==> src/rtl/spike_event_encoder_if.sv <==
// Event output bus of the spike encoder.
//   evt_data  : head event word {id[1:0], ts[5:0]}
//   evt_valid : a head event is present
//   evt_ready : consumer takes the head event when high together with evt_valid
// master = encoder side, slave = consumer side.
interface spike_event_encoder_if;
  logic [7:0] evt_data;
  logic       evt_valid;
  logic       evt_ready;

  modport master (output evt_data, output evt_valid, input evt_ready);
  modport slave  (input evt_data, input evt_valid, output evt_ready);
endinterface

==> src/rtl/spike_event_encoder.sv <==
// Spike event encoder: turns rising edges on four neuron spike lines into
// timestamped events and queues them in a 4-deep in-order FIFO.
//   clk        : single clock, rising edge
//   rst_n      : asynchronous active-low reset
//   spike_in   : level spike lines, bit i = neuron i
//   ovf_clr    : synchronous clear of the sticky overflow flag
//   overflow   : set when a spike edge had to be dropped
//   fifo_count : events held in the FIFO, 0..4
//   evt        : event bus (data / valid / ready)
module spike_event_encoder #(
  parameter int unsigned TS_PRESCALE = 1
) (
  input  logic                          clk,
  input  logic                          rst_n,
  input  logic [3:0]                    spike_in,
  input  logic                          ovf_clr,
  output logic                          overflow,
  output logic [2:0]                    fifo_count,
  spike_event_encoder_if.master         evt
);

  logic [3:0] spike_q;
  logic [3:0] pending_q, pending_d;
  logic [5:0] ts_q;
  logic [7:0] presc_q;
  logic [7:0] mem_q [4];
  logic [1:0] rd_ptr_q, wr_ptr_q;
  logic [2:0] count_q;
  logic       ovf_q;

  logic [3:0] rise;
  logic [3:0] clr_mask;
  logic [1:0] win_id;
  logic       win_vld;
  logic       push, pop, drop, presc_wrap;

  assign rise = spike_in & ~spike_q;

  // Lowest-index pending neuron wins the single push slot of the cycle.
  always_comb begin
    win_vld = 1'b0;
    win_id  = 2'd0;
    for (int i = 3; i >= 0; i--) begin
      if (pending_q[i]) begin
        win_vld = 1'b1;
        win_id  = 2'(i);
      end
    end
  end

  // Push eligibility looks only at the current fill level; a same-cycle pop
  // does not open a slot for a push into a full FIFO.
  assign push       = win_vld && (count_q != 3'd4);
  assign pop        = (count_q != 3'd0) && evt.evt_ready;
  assign clr_mask   = push ? (4'b0001 << win_id) : 4'b0000;
  // A new edge on the neuron being pushed this cycle re-arms pending and is kept.
  assign pending_d  = (pending_q & ~clr_mask) | rise;
  assign drop       = |(rise & pending_q & ~clr_mask);
  assign presc_wrap = (presc_q == 8'(TS_PRESCALE - 1));

  always_ff @(posedge clk or negedge rst_n) begin
    if (!rst_n) begin
      spike_q   <= 4'd0;
      pending_q <= 4'd0;
      ts_q      <= 6'd0;
      presc_q   <= 8'd0;
      rd_ptr_q  <= 2'd0;
      wr_ptr_q  <= 2'd0;
      count_q   <= 3'd0;
      ovf_q     <= 1'b0;
      for (int i = 0; i < 4; i++) mem_q[i] <= 8'd0;
    end else begin
      spike_q   <= spike_in;
      pending_q <= pending_d;

      if (presc_wrap) begin
        presc_q <= 8'd0;
        ts_q    <= ts_q + 6'd1;
      end else begin
        presc_q <= presc_q + 8'd1;
      end

      if (push) begin
        mem_q[wr_ptr_q] <= {win_id, ts_q};
        wr_ptr_q        <= wr_ptr_q + 2'd1;
      end
      if (pop) rd_ptr_q <= rd_ptr_q + 2'd1;

      case ({push, pop})
        2'b10:   count_q <= count_q + 3'd1;
        2'b01:   count_q <= count_q - 3'd1;
        default: count_q <= count_q;
      endcase

      // A drop in the same cycle as a clear request leaves the flag set.
      if (drop)         ovf_q <= 1'b1;
      else if (ovf_clr) ovf_q <= 1'b0;
    end
  end

  assign evt.evt_valid = (count_q != 3'd0);
  assign evt.evt_data  = mem_q[rd_ptr_q];
  assign fifo_count    = count_q;
  assign overflow      = ovf_q;

endmodule

==> src/flat_wrapper.sv <==
// flat-port wrapper written by rule: the top's interface ports become plain ports
module spike_event_encoder_flat 
#(
  parameter int unsigned TS_PRESCALE = 1
)
  (clk, rst_n, spike_in, ovf_clr, overflow, fifo_count, evt_evt_data, evt_evt_valid, evt_evt_ready);
  spike_event_encoder_if evt_i ();
  input  logic clk;
  input  logic rst_n;
  input  logic [3:0] spike_in;
  input  logic ovf_clr;
  output logic overflow;
  output logic [2:0] fifo_count;
  output wire logic [$bits(evt_i.evt_data)-1:0] evt_evt_data;
  output wire logic [$bits(evt_i.evt_valid)-1:0] evt_evt_valid;
  input wire logic [$bits(evt_i.evt_ready)-1:0] evt_evt_ready;
  assign evt_evt_data = evt_i.evt_data;
  assign evt_evt_valid = evt_i.evt_valid;
  assign evt_i.evt_ready = evt_evt_ready;
  spike_event_encoder #(.TS_PRESCALE(TS_PRESCALE)) u_core (.clk(clk), .rst_n(rst_n), .spike_in(spike_in), .ovf_clr(ovf_clr), .overflow(overflow), .fifo_count(fifo_count), .evt(evt_i));
endmodule
==> config.mk <==
export PLATFORM = sky130hd
export DESIGN_NAME = spike_event_encoder_flat
export DESIGN_NICKNAME = d
export VERILOG_FILES = /design/src/rtl/spike_event_encoder_if.sv /design/src/rtl/spike_event_encoder.sv /design/src/flat_wrapper.sv
export SDC_FILE = /design/constraint.sdc
export NUM_CORES = 1
export LEC_CHECK = 0
export ABC_CLOCK_PERIOD_IN_PS = 2600
export CORE_MARGIN = 3
export CORE_UTILIZATION = 56
export DETAILED_ROUTE_END_ITERATION = 10
export MAX_ROUTING_LAYER = met4
export PLACE_DENSITY_LB_ADDON = 0.12
export SKIP_LAST_GASP = 1
export SYNTH_ARGS = -nofsm -noshare
export SYNTH_HDL_FRONTEND = slang
export SYNTH_SLANG_ARGS = --single-unit
==> constraint.sdc <==
create_clock -name clk -period 2.6 [get_ports clk]
set_clock_uncertainty 0.2 [all_clocks]
set_input_delay 0.39 -clock clk [delete_from_list [all_inputs] [get_ports clk]]
set_output_delay 0.39 -clock clk [all_outputs]
set_load 0.02 [all_outputs]
==> results of run 1 <==
-- timing repair --
action / in CTS / in global routing
endpoints found under the hold margin: 28 / 0
gates resized for setup: 1 / 7
buffers inserted: 0 / 0
pin swaps: 0 / 0
setup endpoints to repair: 7 / 7
hold buffers: 1 / 0
-- through the flow --
step	instances	setup WS, ns
6_report	297	0.103
4_1_cts	297	0.00739
3_3_place_gp	281	0.322
2_1_floorplan	196	0.135
3_5_place_dp	281	0.185
5_1_grt	297	0.0551
-- worst max-delay path by stage --
| stage | to | slack [ns] |
|---|---|---|
| detailed placement | u_core.fifo_count[2]$_DFFE_PN0P_ | 0.19 |
| global placement | u_core.fifo_count[2]$_DFFE_PN0P_ | 0.32 |
| floorplan | u_core.fifo_count[2]$_DFFE_PN0P_ | 0.14 |
| finish | evt_evt_data[6] | 0.10 |
| CTS | evt_evt_data[1] | 0.007 |
| global route | u_core.fifo_count[2]$_DFFE_PN0P_ | 0.06 |
-- state kept, by name, summed over array words and instances, names as in the netlist --
register and cells:
u_core.overflow 1, u_core.pending_q 4, u_core.ts_q 6, u_core.spike_q 4
u_core.mem_q 32, u_core.rd_ptr_q 2, u_core.presc_q 8, u_core.fifo_count 3
u_core.wr_ptr_q 2
-- area by class of cell --
cell class	instances	area, µm²
flip-flops and latches	62	1550
fillers	308	1270
repair buffers	24	270
inverters	11	41.3
multi-input cells	120	1130
clock buffers	15	186
well taps	65	81.3
-- metal layers --
metal / share of wire, % / vias to the layer above / wire length (µm) / track usage, %
li1: - / 747 / - / -
met2: 51 / 25 / 2450 / 30.5
met5: 0 / - / 0 / -
met1: 44 / 829 / 2120 / 23.2
met4: 2.5 / 0 / 119 / 11.1
met3: 2.1 / 12 / 102 / 4.38
-- where the power goes --
part           switching, mW  leakage, nW  internal [mW]
Combinational          0.753        0.639          0.914
Clock                  0.328       0.0958          0.446
Sequential             0.231        0.738           1.29
Total                   1.31         1.47           2.65
-- kinds of logic after synthesis --
family | synth area share, %
compound gates | 2.88
xor+xnor | 5.44
fa+ha+maj | 4.39
buf+inv | 2.01
flops | 56.7
mux | 20.2
simple gates | 8.46
-- cell usage in the layout (no fill, tap or decap), types with 2 or more instances in the layout --
master and count:
clkdlybuf4s50_1 12, nor3_1 3, o21ai_0 8, nand2_2 4
nand2b_1 3, and3_1 2, mux2_2 33, xnor2_1 11
nand2_1 8, dfrtp_1 61, clkbuf_1 2, mux4_2 8
buf_12 2, nand3_1 4, ha_1 8, dlymetal6s2s_1 7
clkbuf_8 13, xor2_1 6, nand4_1 2, nor2_1 7
inv_1 11
-- worst max-delay path, stage by stage, from the launching register on --
cell             delay, ns
dfrtp_1               0.64
mux4_2                0.39
clkdlybuf4s50_1       0.56
==> results.txt, run 1 <==
The run finished with clean final reports. The sequential area share after synthesis was 56.7%; the routed wirelength normalized by instance count was 16.1 µm. In this run the critical register-to-register path is captured at u_core.fifo_count[2]$_DFFE_PN0P_. The launch point of the worst hold path is u_core.spike_q[3]$_DFF_PN0_. The initialized floorplan defines 24 standard-cell rows.

The number of slew-limit violations in the final report came out at 0. Placed instance area: 3050 µm². The transition time of the tightest slew-check pin is 0.678 ns, and the synthesized netlist net count is 213.

Setup repair after global routing left no endpoint under its margin. Setup slack on the worst reg-to-reg path comes out at 0.26 ns. Number of antenna violations at the first check in global routing: 0. The tools report the critical path launch point as u_core.rd_ptr_q[1]$_DFFE_PN0P_. The post-synthesis instance area was 2740 µm²; the number of port buffers was 20. The run gives 1.47 nW as the static power due to leakage.

The post-layout total power is 3.96 mW. The run gives 0.604 mV as the peak supply drop. Most frequent cell after synthesis: dfrtp_1. Data on the critical path is required at its endpoint by 2.01 ns. The cell depth of the worst min-delay path is 1. The root buffer cell chosen for the clock tree is clkbuf_8. Relative to the synthesized area, the layout overhead comes to 19.2%. The number of antenna diodes in the final layout is 0. The finished cells cover 3260 µm². In the post-synthesis netlist, the biggest area contributors are dfrtp_1 (57%), mux2_2 (14%), mux4_2 (6.6%). The net count reported at finish came out at 245. For the worst-skew pair, the clock arrives at the later sink with an insertion delay of 0.32 ns.

The number of global-route vias before repair was 1713; the wire length of the first global-routing pass was 8220 µm. Before antenna repair, the detailed router went through 4 iterations. By startpoint and endpoint, the worst setup path is classified as register to primary output. Synthesis inferred 62 register bits. The tightest hold path in the finished design has a slack of 0.268 ns. The die covers 5760 µm². The minimum period implied by the final worst setup slack was 2.50 ns. Mean cell area of the mapped netlist: 14.0 µm². The setup TNS came out at 0 ns.

The initial utilization of the core area, before any placement, comes to 60.4%. The worst path uses 96.1% of the clock period. Of all cell types, the one taking the most synthesized area is dfrtp_1. The worst-case headroom to the max-slew limit was 54.8%; the overall global routing resource usage was 19.4%. For this run the aggregate overflow at the end of global routing stands at 0.

The number of flops mapped to enable cells by yosys is 0, and the buffer levels on the longest clock path is 2. For the maximum operating frequency, the log shows 400 MHz. Classification of the worst-slack hold path: register to register. By count the netlist is led by dfrtp_1 (62), mux2_2 (33), inv_1 (11), xnor2_1 (11). In the routed layout, each cell is associated on average with a via count of 5.43. The prevailing post-synth register cell was dfrtp_1. Counting cells, the worst reg-to-reg path comes to 9. The CTS clock-pin slew for the worst setup and hold paths is 0.06 ns.

The fraction of synthesis flops using an asynchronous set or reset pin came out at 100%. TritonCTS built the clock tree. For the remaining routing DRC violations, the log shows 0. For hold timing, the worst endpoint is u_core.pending_q[3]$_DFF_PN0_. The number of different library cells used by synthesis comes to 31.

The post-route antenna net violation count is 0. From bottom edge to top edge, the die measures 75.9 µm. The startpoint type of the worst setup path is a register. The final hold violation count was 0; the worst path arrival time was 1.91 ns.

In this run, the number of DRC markers left after iteration 0 of detailed routing was 80. Cells fill 72.0% of the core in the end. The final wirelength is 4790 µm, and the sum of net half-perimeters after detailed placement is 3390 µm. The clock tree synthesis step divided the H-tree into 3 levels.

STA classifies the critical path endpoint as a primary output. Dividing total power by cell area gives a power density of 1210 nW/µm². The top fanout value on the critical path was 9.

The total of warnings raised by yosys was 0. Proportion of netlist area held by the largest area contributor: 56.7%. The post-route netlist has 28.9% of its cells at a drive strength greater than 1.

The core region is 4530 µm². Clock buffer count from CTS: 9. In this run the critical register-to-register path is launched from u_core.fifo_count[1]$_DFFE_PN0P_. The tool flagged a number of max-cap violations equal to 0. The total number of vias is 1613.

The congestion estimate from routability-driven global placement came to 0.769. In this run the count of I/O pins placed on the die edge is 21. Entering global routing, the biggest net connects 35 pins.

For the total number of clock tree sinks, the log shows 62. The width of the die is 75.9 µm, and the number of endpoints failing setup at the final stage is 0. Synthesis produced 196 cells.
(Power assumes the default switching activity.)
==> inputs of run 2 (changes only) <==
CTS_BUF_LIST = sky130_fd_sc_hd__clkbuf_8   (was not set)
GPL_ROUTABILITY_DRIVEN = 1   (was not set)
==> results.txt, run 2 (synthesis results as in run 1) <==
The post-route antenna net violation count is 0, and the data required time at the worst endpoint is 2.01 ns. The post-CTS repair timing setup buffer count was 0; the routed wirelength normalized by instance count was 16.1 µm. u_core.mem_q holds more flip-flops than any other register. Once the floorplan was initialized, standard cells occupied 60.4% of the core. The finished cells cover 3260 µm².

Clock-pin slew was measured on the worst setup and hold paths at 0.06 ns. The CTS H-tree depth came out at 3. Setup repair after global routing left no endpoint under its margin. Measured against its own limit, the worst slew margin works out to 54.8%.

The number of port buffers is 20, and the worst path arrival time is 1.91 ns. Fraction of layout cells with a size suffix above 1: 28.9%. The non-filler instance count after layout came out at 297. Max-cap violations in this run came to 0.

For the number of antenna violations at the first check in global routing, the log shows 0. The worst path needs 2.50 ns of the cycle, external delays included. In this run the core area contains 24 standard-cell rows.

The vias per cell came out at 5.43. The classification of the worst-slack hold path was register to register. The clock passes through at most 2 buffers. In the final design database the tool counted 245 nets. Static timing analysis puts the maximum clock frequency at 400 MHz. The die area came out at 5760 µm². The flip-flop count of the largest register, all copies and words added is 32. In this run, the number of DRC markers left after iteration 0 of detailed routing was 83.

For this run, design rule violations remaining after detail routing come to 0. The tools report the endpoint class of the critical path as a primary output. Cells fill 72.0% of the core in the end. The width of the die was 75.9 µm; the number of slew-limit violations in the final report was 0. Compared with the post-synthesis result, the final layout area differs by 19.2%. Area of the placeable core: 4530 µm².

The logs give 8220 µm for the wire length of the first global-routing pass and 0.604 mV for the peak supply drop. The startpoint type of the worst setup path is a register. The y dimension of the die was 75.9 µm; the static power due to leakage was 1.48 nW.

Global routing used 19.4% of the available tracks across all layers. The tools report the final wirelength as 4790 µm. 21 I/O pins were placed. 0 antenna diodes ended up in the layout. Leaving out fill and tap cells, the most frequent cell in the layout is dfrtp_1.

The largest net degree at the start of global routing was 35; the power density over cell area was 1210 nW/µm². The tools report the count of filler cells inserted in the layout as 308. TritonCTS built the clock tree.

The number of global-route vias before repair was 1711. On the critical path, the stage with the largest delay is an instance of dfrtp_1. The routed layout has 1614 vias.

For the pin with the worst max-slew slack, the measured transition is 0.678 ns. The tools report the root buffer selected by CTS as clkbuf_8. Dividing the final minimum period by the clock period gives 96.1%.

Summing all placed instances gives a cell area of 3050 µm². The top fanout value on the critical path is 9, and the final hold violation count is 0. The setup TNS was 0 ns.

The critical path buffer and inverter count came out at 1. Path type of the worst setup path: register to primary output. For this run, the slowest stage of the critical path takes 0.64 ns. The post-placement cell count is 281. For the sum of overflow across all layers after global routing, the log shows 0. The wire-length estimate of the detail-placed layout is 3390 µm.

The top cell types in the final layout, fill and taps aside, are dfrtp_1 (61), mux2_2 (33), inv_1 (13), clkbuf_8 (13), clkdlybuf4s50_1 (12). Clock latency on the worst-skew pair, taken at its later pin, is 0.32 ns. The clock net in this run drives a total of 62 sinks.

For this run, the detailed router's first-pass iteration total came to 4. The flow ran to the end, and the final reports show no timing, DRC or antenna violations. In this design, the largest share of critical-path delay is due to flip-flops. TritonCTS created 9 clock buffers. The largest registers in the layout are u_core.mem_q (32), u_core.presc_q (8), u_core.ts_q (6).

The critical path goes through mux4_2 -> clkdlybuf4s50_1. The congestion estimate from routability-driven global placement came to 0.769. Setup violations remaining at the end of the flow were counted as 0.
==> run 2: cell types whose count changed in the layout (fill, tap and decap cells not counted), sizes merged <==
cell	change
clkbuf	-2
inv	+2
==> run 2: routing by layer <==
layer | vias to the layer above | global-route usage, % | part of all wire (%) | wire [µm]
met3 | 12 | 4.38 | 2.1 | 102
met2 | 25 | 30.5 | 51 | 2450
met4 | 0 | 11.1 | 2.5 | 119
met5 | - | - | 0 | 0
met1 | 830 | 23.2 | 44 | 2120
li1 | 747 | - | - | -
==> run 2: final cells by class <==
cell class	count	area, µm²	share of cell area, %
clock inverters	2	7.51	0.230
flip-flops and latches	62	1550	47.6
inverters	11	41.3	1.27
repair buffers	24	270	8.28
well taps	65	81.3	2.49
clock buffers	13	179	5.48
multi-input cells	120	1130	34.7
==> run 2: what timing repair did <==
item                       4_1_cts  5_1_grt
hold endpoints to repair        28        0
setup endpoints to repair        7        7
gates resized for setup          1        7
hold buffers                     1        0
==> run 2: stage by stage <==
step / power (mW) / worst slack [ns] / hold WS [ns]
after floorplan: 2.63 / 0.135 / -0.106
after global placement: 3.14 / 0.322 / 0.238
after detailed placement: 3.24 / 0.185 / 0.256
after CTS: 4.02 / 0.00739 / 0.269
after global routing: 4.21 / 0.0551 / 0.290
final: 3.95 / 0.102 / 0.268
==> run 2: path summary, 6_finish.rpt <==
| check | from | end | slack (ns) | cells past startpoint |
|---|---|---|---|---|
| max | u_core.rd_ptr_q[1]$_DFFE_PN0P_ | evt_evt_data[6] | 0.10 | 2 |
| max reg2reg | u_core.fifo_count[1]$_DFFE_PN0P_ | u_core.fifo_count[2]$_DFFE_PN0P_ | 0.26 | 9 |
| max in group asynchronous | rst_n | u_core.rd_ptr_q[0]$_DFFE_PN0P_ | 1.15 | 3 |
| min reg2reg | u_core.spike_q[3]$_DFF_PN0_ | u_core.pending_q[3]$_DFF_PN0_ | 0.27 | 1 |
| min in group asynchronous | rst_n | u_core.fifo_count[1]$_DFFE_PN0P_ | 0.44 | 2 |
| min | u_core.spike_q[3]$_DFF_PN0_ | u_core.pending_q[3]$_DFF_PN0_ | 0.27 | 1 |
==> run 2: power breakdown <==
part	internal, mW	total (mW)	leakage [nW]	switching, mW
Clock	0.438	0.766	0.104	0.328
Combinational	0.914	1.67	0.639	0.753
Sequential	1.29	1.52	0.738	0.231
==> inputs of run 3 (changes only) <==
CTS_CLUSTER_SIZE = 24   (was not set)
==> results of run 3 <==
The final DEF is identical to that of run 2; final timing and power are the same.
